--- src/rtl/per_transmissor.sv ---
// Peripheral-to-CPU transmitter: a small word FIFO drained over a 4-phase send/ack handshake.
// Every output is a register or a decode of registers, so no path runs from per_ack or wr_en to an output.
module per_transmissor #(
  parameter int DATA_W = 4,
  parameter int DEPTH  = 4
) (
  input  logic                     per_clock,
  input  logic                     per_reset,
  input  logic                     wr_en,
  input  logic [DATA_W-1:0]        wr_dados,
  input  logic                     ovf_clr,
  input  logic                     per_ack,
  output logic                     per_send,
  output logic [DATA_W-1:0]        per_dados,
  output logic                     full,
  output logic                     empty,
  output logic [$clog2(DEPTH):0]   count,
  output logic                     overflow
);

  localparam int PTR_W = $clog2(DEPTH);
  localparam int CNT_W = PTR_W + 1;

  typedef enum logic [1:0] {
    IDLE     = 2'd0,
    SEND     = 2'd1,
    WAIT_LOW = 2'd2
  } state_t;

  state_t              state_q, state_d;
  logic [DATA_W-1:0]   mem [DEPTH];
  logic [PTR_W-1:0]    wr_ptr, rd_ptr;
  logic                push, pop, load;

  assign full     = (count == CNT_W'(DEPTH));
  assign empty    = (count == '0);
  assign per_send = (state_q == SEND);

  // full is registered, so a push in the same cycle as a pop is still dropped.
  assign push = wr_en && !full;

  // NOTE: every variable driven here gets a default first so no latch is inferred.
  always_comb begin
    state_d = state_q;
    load    = 1'b0;
    pop     = 1'b0;
    case (state_q)
      IDLE: begin
        if (!empty && !per_ack) begin
          load    = 1'b1;
          state_d = SEND;
        end
      end
      SEND: begin
        if (per_ack) begin
          pop     = 1'b1;
          state_d = WAIT_LOW;
        end
      end
      WAIT_LOW: begin
        if (!per_ack) state_d = IDLE;
      end
      default: state_d = IDLE;
    endcase
  end

  // NOTE: storage has no reset; emptiness is tracked by count, so stale words are never read.
  always_ff @(posedge per_clock) begin
    if (push) mem[wr_ptr] <= wr_dados;
  end

  // NOTE: sequential state uses non-blocking assignments so every register samples pre-edge values.
  always_ff @(posedge per_clock or negedge per_reset) begin
    if (!per_reset) begin
      state_q   <= IDLE;
      wr_ptr    <= '0;
      rd_ptr    <= '0;
      count     <= '0;
      overflow  <= 1'b0;
      per_dados <= '0;
    end else begin
      state_q <= state_d;
      if (push) wr_ptr <= wr_ptr + PTR_W'(1);
      if (pop)  rd_ptr <= rd_ptr + PTR_W'(1);
      count <= count + CNT_W'(push) - CNT_W'(pop);
      if (wr_en && full)  overflow <= 1'b1;
      else if (ovf_clr)   overflow <= 1'b0;
      if (load) per_dados <= mem[rd_ptr];
    end
  end

endmodule

--- config.mk ---
export PLATFORM = sky130hd
export DESIGN_NAME = per_transmissor
export DESIGN_NICKNAME = d
export VERILOG_FILES = /design/src/rtl/per_transmissor.sv
export SDC_FILE = /design/constraint.sdc
export NUM_CORES = 1
export LEC_CHECK = 0
export ABC_AREA = 1
export CAP_MARGIN = 0
export CORE_ASPECT_RATIO = 0.75
export CORE_MARGIN = 3
export CORE_UTILIZATION = 41
export DETAILED_ROUTE_END_ITERATION = 8
export PLACE_DENSITY = 0.74
export RECOVER_POWER = 50
export SLEW_MARGIN = 20
export SYNTH_ARGS = -nofsm -noshare
export SYNTH_HDL_FRONTEND = slang
export SYNTH_SLANG_ARGS = --single-unit
--- constraint.sdc ---
create_clock -name per_clock -period 2.3 [get_ports per_clock]
set_clock_uncertainty 0.05 [all_clocks]
set_input_delay 0.46 -clock per_clock [delete_from_list [all_inputs] [get_ports per_clock]]
set_output_delay 0.46 -clock per_clock [all_outputs]
set_load 0.005 [all_outputs]
==> run_results.csv <==
group,metric,value,unit
worst_setup_path,crit_type,"register to output pin",
worst_setup_path,worstPathMaxFanout,4,
final_layout,fin_nets,182,
clock_network,hold_buffers,0,
pwr,powerDensity,1228,mW/mm²
die,fp.dieW,73.60,µm
routing,routed_wirelength,2448,µm
sta,fin_crit_sh,90.93,%
sta,setup_viol,0,
clock_network,insertion_delay,0.28,ns
yosys,synthesis.nets,156,
yosys,synth_edf_count,16,
routing,dr.max_layer_used,"met4",
worst_setup_path,worst_setup_path_start_kind,"register",
routing,dr_wl_met2,1144,µm
routing,wl_met1,1132,µm
placement,gpl.final_weighted_congestion,0.7047,
pwr,irDropWorstVdd,0.5014,mV
pwr,sw_frac_of_total,36.21,%
die,coreArea,0.003105,mm²
sta,layout_setup_ws,0.2086,ns
worst_setup_path,crit_slowest_cell,"clkdlybuf4s50_1",
yosys,ys_warn_count,0,
clock_network,clock_sinks,30,
run,cap_viol_max_count,0,
sta,clock.fmax,478.1,MHz
clock_network,clk_path_buf_depth,2,
pwr,intPower,1.340,mW
yosys,synth.area.top_cells,"edfxtp_1 (34%), dfrtp_1 (25%), nand2_1 (11%)",
routing,route.met3.wl,127,µm
routing,drtIter0Drc,19,
clock_network,post-cts-setup-buffers,0,
die,io_pins,20,
hold_path,hold_class,"register to register",
global_routing,grt_max_degree,15,
yosys,syn_avg_cell_area,9.965,µm²
global_routing,grt-ovfl-total,0,
placement,hpwl,1823,µm
yosys,synth_top_area_cell,"edfxtp_1",
clock_network,cts_tree,"yes",
routing,vias,929,
pwr,p_total,2.100,mW
sta,max_slew_margin,56.40,%
yosys,seq_area_frac_synth,59.13,%
placement,pre_cts_slack,0.04826,ns
final_layout,syn_to_final_growth,21.73,%
yosys,async_flop_share,46.67,%
clock_network,htreeDepth,2,
clock_network,cts_buffers,5,
die,die_h,56.70,µm
routing,drc,0,
die,initial_core_util,45.25,%
pwr,p_leak,0.8346,nW
global_routing,antenna_found_initial,0,
worst_setup_path,crit_path_end_kind,"output pin",
sta,tightest_slew,0.6518,ns
die,fp-row-count,17,
yosys,syn_inst,141,
worst_setup_path,crit_chain,"nor2_4, nand2_2, inv_1, clkdlybuf4s50_1",
sta,period_minus_slack,2.091,ns
sta,final_hold_viol_count,0,
worst_setup_path,worst_ep_arrival_time,1.58,ns
pwr,p_comb_share,38.3,%
routing,firstDrtPassIters,4,
final_layout,layout-drive-gt1-share,10.12,%
yosys,synth_top_area_share,34.19,%
sta,tns,0,ns
status,outcome,"completed",
final_layout,diodes,0,
clock_network,clkTransAtPathRegs,0.06,ns
sta,maxSlewViolCount,0,
placement,io_buffers,19,
yosys,synth.distinct_cells,20,
clock_network,cts_root_buf,"clkbuf_8",
pwr,power_switching,0.7606,mW
yosys,syn_area,0.001405,mm²
pwr,clkPwrFrac,18.8,%
clock_network,cts.repair.resized,0,
routing,ant_nets,0,
yosys,synth_ff_type,"edfxtp_1",
yosys,synth_common_cells,"nand2_1 (40), inv_1 (29), edfxtp_1 (16)",
worst_setup_path,worstPathRequired,1.79,ns
yosys,yosysMostFrequentCell,"nand2_1",
worst_setup_path,cp_slowest_stage_delay,0.51,ns
die,dieArea,0.004173,mm²
yosys,ys_ff_latch,30,
sta,rsz0062_at_grt,"no",
routing,wl_per_cell,11.88,µm
global_routing,grt_pass1_vias,898,
pwr,power_frac_seq,42.8,%
routing,via_per_inst,4.510,
global_routing,grt_pass1_wl,4036,µm
global_routing,grt_usage,13.10,%
==> through the flow <==
step / hold WS [ns] / std cells / instance area, µm² / util (%)
global route: 0.4603 / 206 / 1710 / 55.08
detailed placement: 0.4185 / 198 / 1643 / 52.90
finish: 0.4320 / 206 / 1710 / 55.08
CTS: 0.4337 / 206 / 1725 / 55.56
global placement: 0.4127 / 198 / 1643 / 52.90
floorplan: 0.1144 / 141 / 1405 / -
==> cell families after synthesis <==
group / Yosys count / synth area share (%)
AOI/OAI and AO/OA: 2 / 0.7124
and+or+nand+nor: 65 / 21.73
adders and majority gates: 6 / 5.877
buffers and inverters: 34 / 9.528
xor gates and xnor gates: 4 / 3.028
DFF: 30 / 59.13
==> critical path, delay by kind of cell (launching register included) <==
family	cells	cell delay, ns
buffers and inverters	2	0.61
flip-flops	1	0.44
AND/OR/NAND/NOR	2	0.26
==> power groups by stage <==
| stage | Clock (mW) | Combinational [mW] | Sequential [mW] |
|---|---|---|---|
| after global placement | 0 | 0.805 | 0.901 |
| after CTS | 0.406 | 0.841 | 0.903 |
| final | 0.395 | 0.805 | 0.900 |
| after floorplan | 0 | 0.540 | 0.870 |
| after detailed placement | 0 | 0.836 | 0.913 |
| after global routing | 0.432 | 0.920 | 0.925 |
==> registers in the layout (all words and copies together), names as in the netlist <==
signal and count:
per_dados 4, mem 16, wr_ptr 2, overflow 1
state_q 2, count 3, rd_ptr 2
==> final timing paths <==
| check | cells past startpoint | start | end | slack (ns) |
|---|---|---|---|---|
| max | 4 | count[1] | full | 0.21 |
| max in group asynchronous | 1 | per_reset | per_dados[0] | 1.18 |
| min | 2 | per_dados[3] | per_dados[3] | 0.43 |
| min in group asynchronous | 1 | per_reset | state_q[1] | 0.60 |
| max reg2reg | 9 | state_q[0] | count[2] | 0.40 |
| min reg2reg | 2 | per_dados[3] | per_dados[3] | 0.43 |
==> cells in the final DEF (no fill, tap or decap), drive strengths merged <==
| cell | instances |
|---|---|
| edfxtp | 16 |
| nand3 | 13 |
| buf | 1 |
| dfrtp | 14 |
| o21ai | 2 |
| clkinv | 3 |
| nand2 | 45 |
| inv | 32 |
| xnor2 | 1 |
| dlygate4sd3 | 5 |
| clkdlybuf4s50 | 14 |
| xor2 | 3 |
| nor2 | 7 |
| clkbuf | 6 |
| ha | 5 |
| fa | 1 |
==> layout make-up <==
cell class | instances | area [µm²]
multi-input combinational | 77 | 425.4
sequential | 30 | 830.8
clock buffer | 6 | 72.57
inverter | 33 | 126.4
timing repair buffer | 20 | 197.7
clock inverter | 2 | 10.01
tap | 38 | 47.55
fill | 276 | 1395
==> metal layers <==
metal,up-vias,GRT usage (%)
met1,429,17.08
met3,5,4.293
met4,0,6.460
met2,21,19.32
li1,474,-
met5,-,0
No activity file was read; power rests on OpenSTA's default activity.
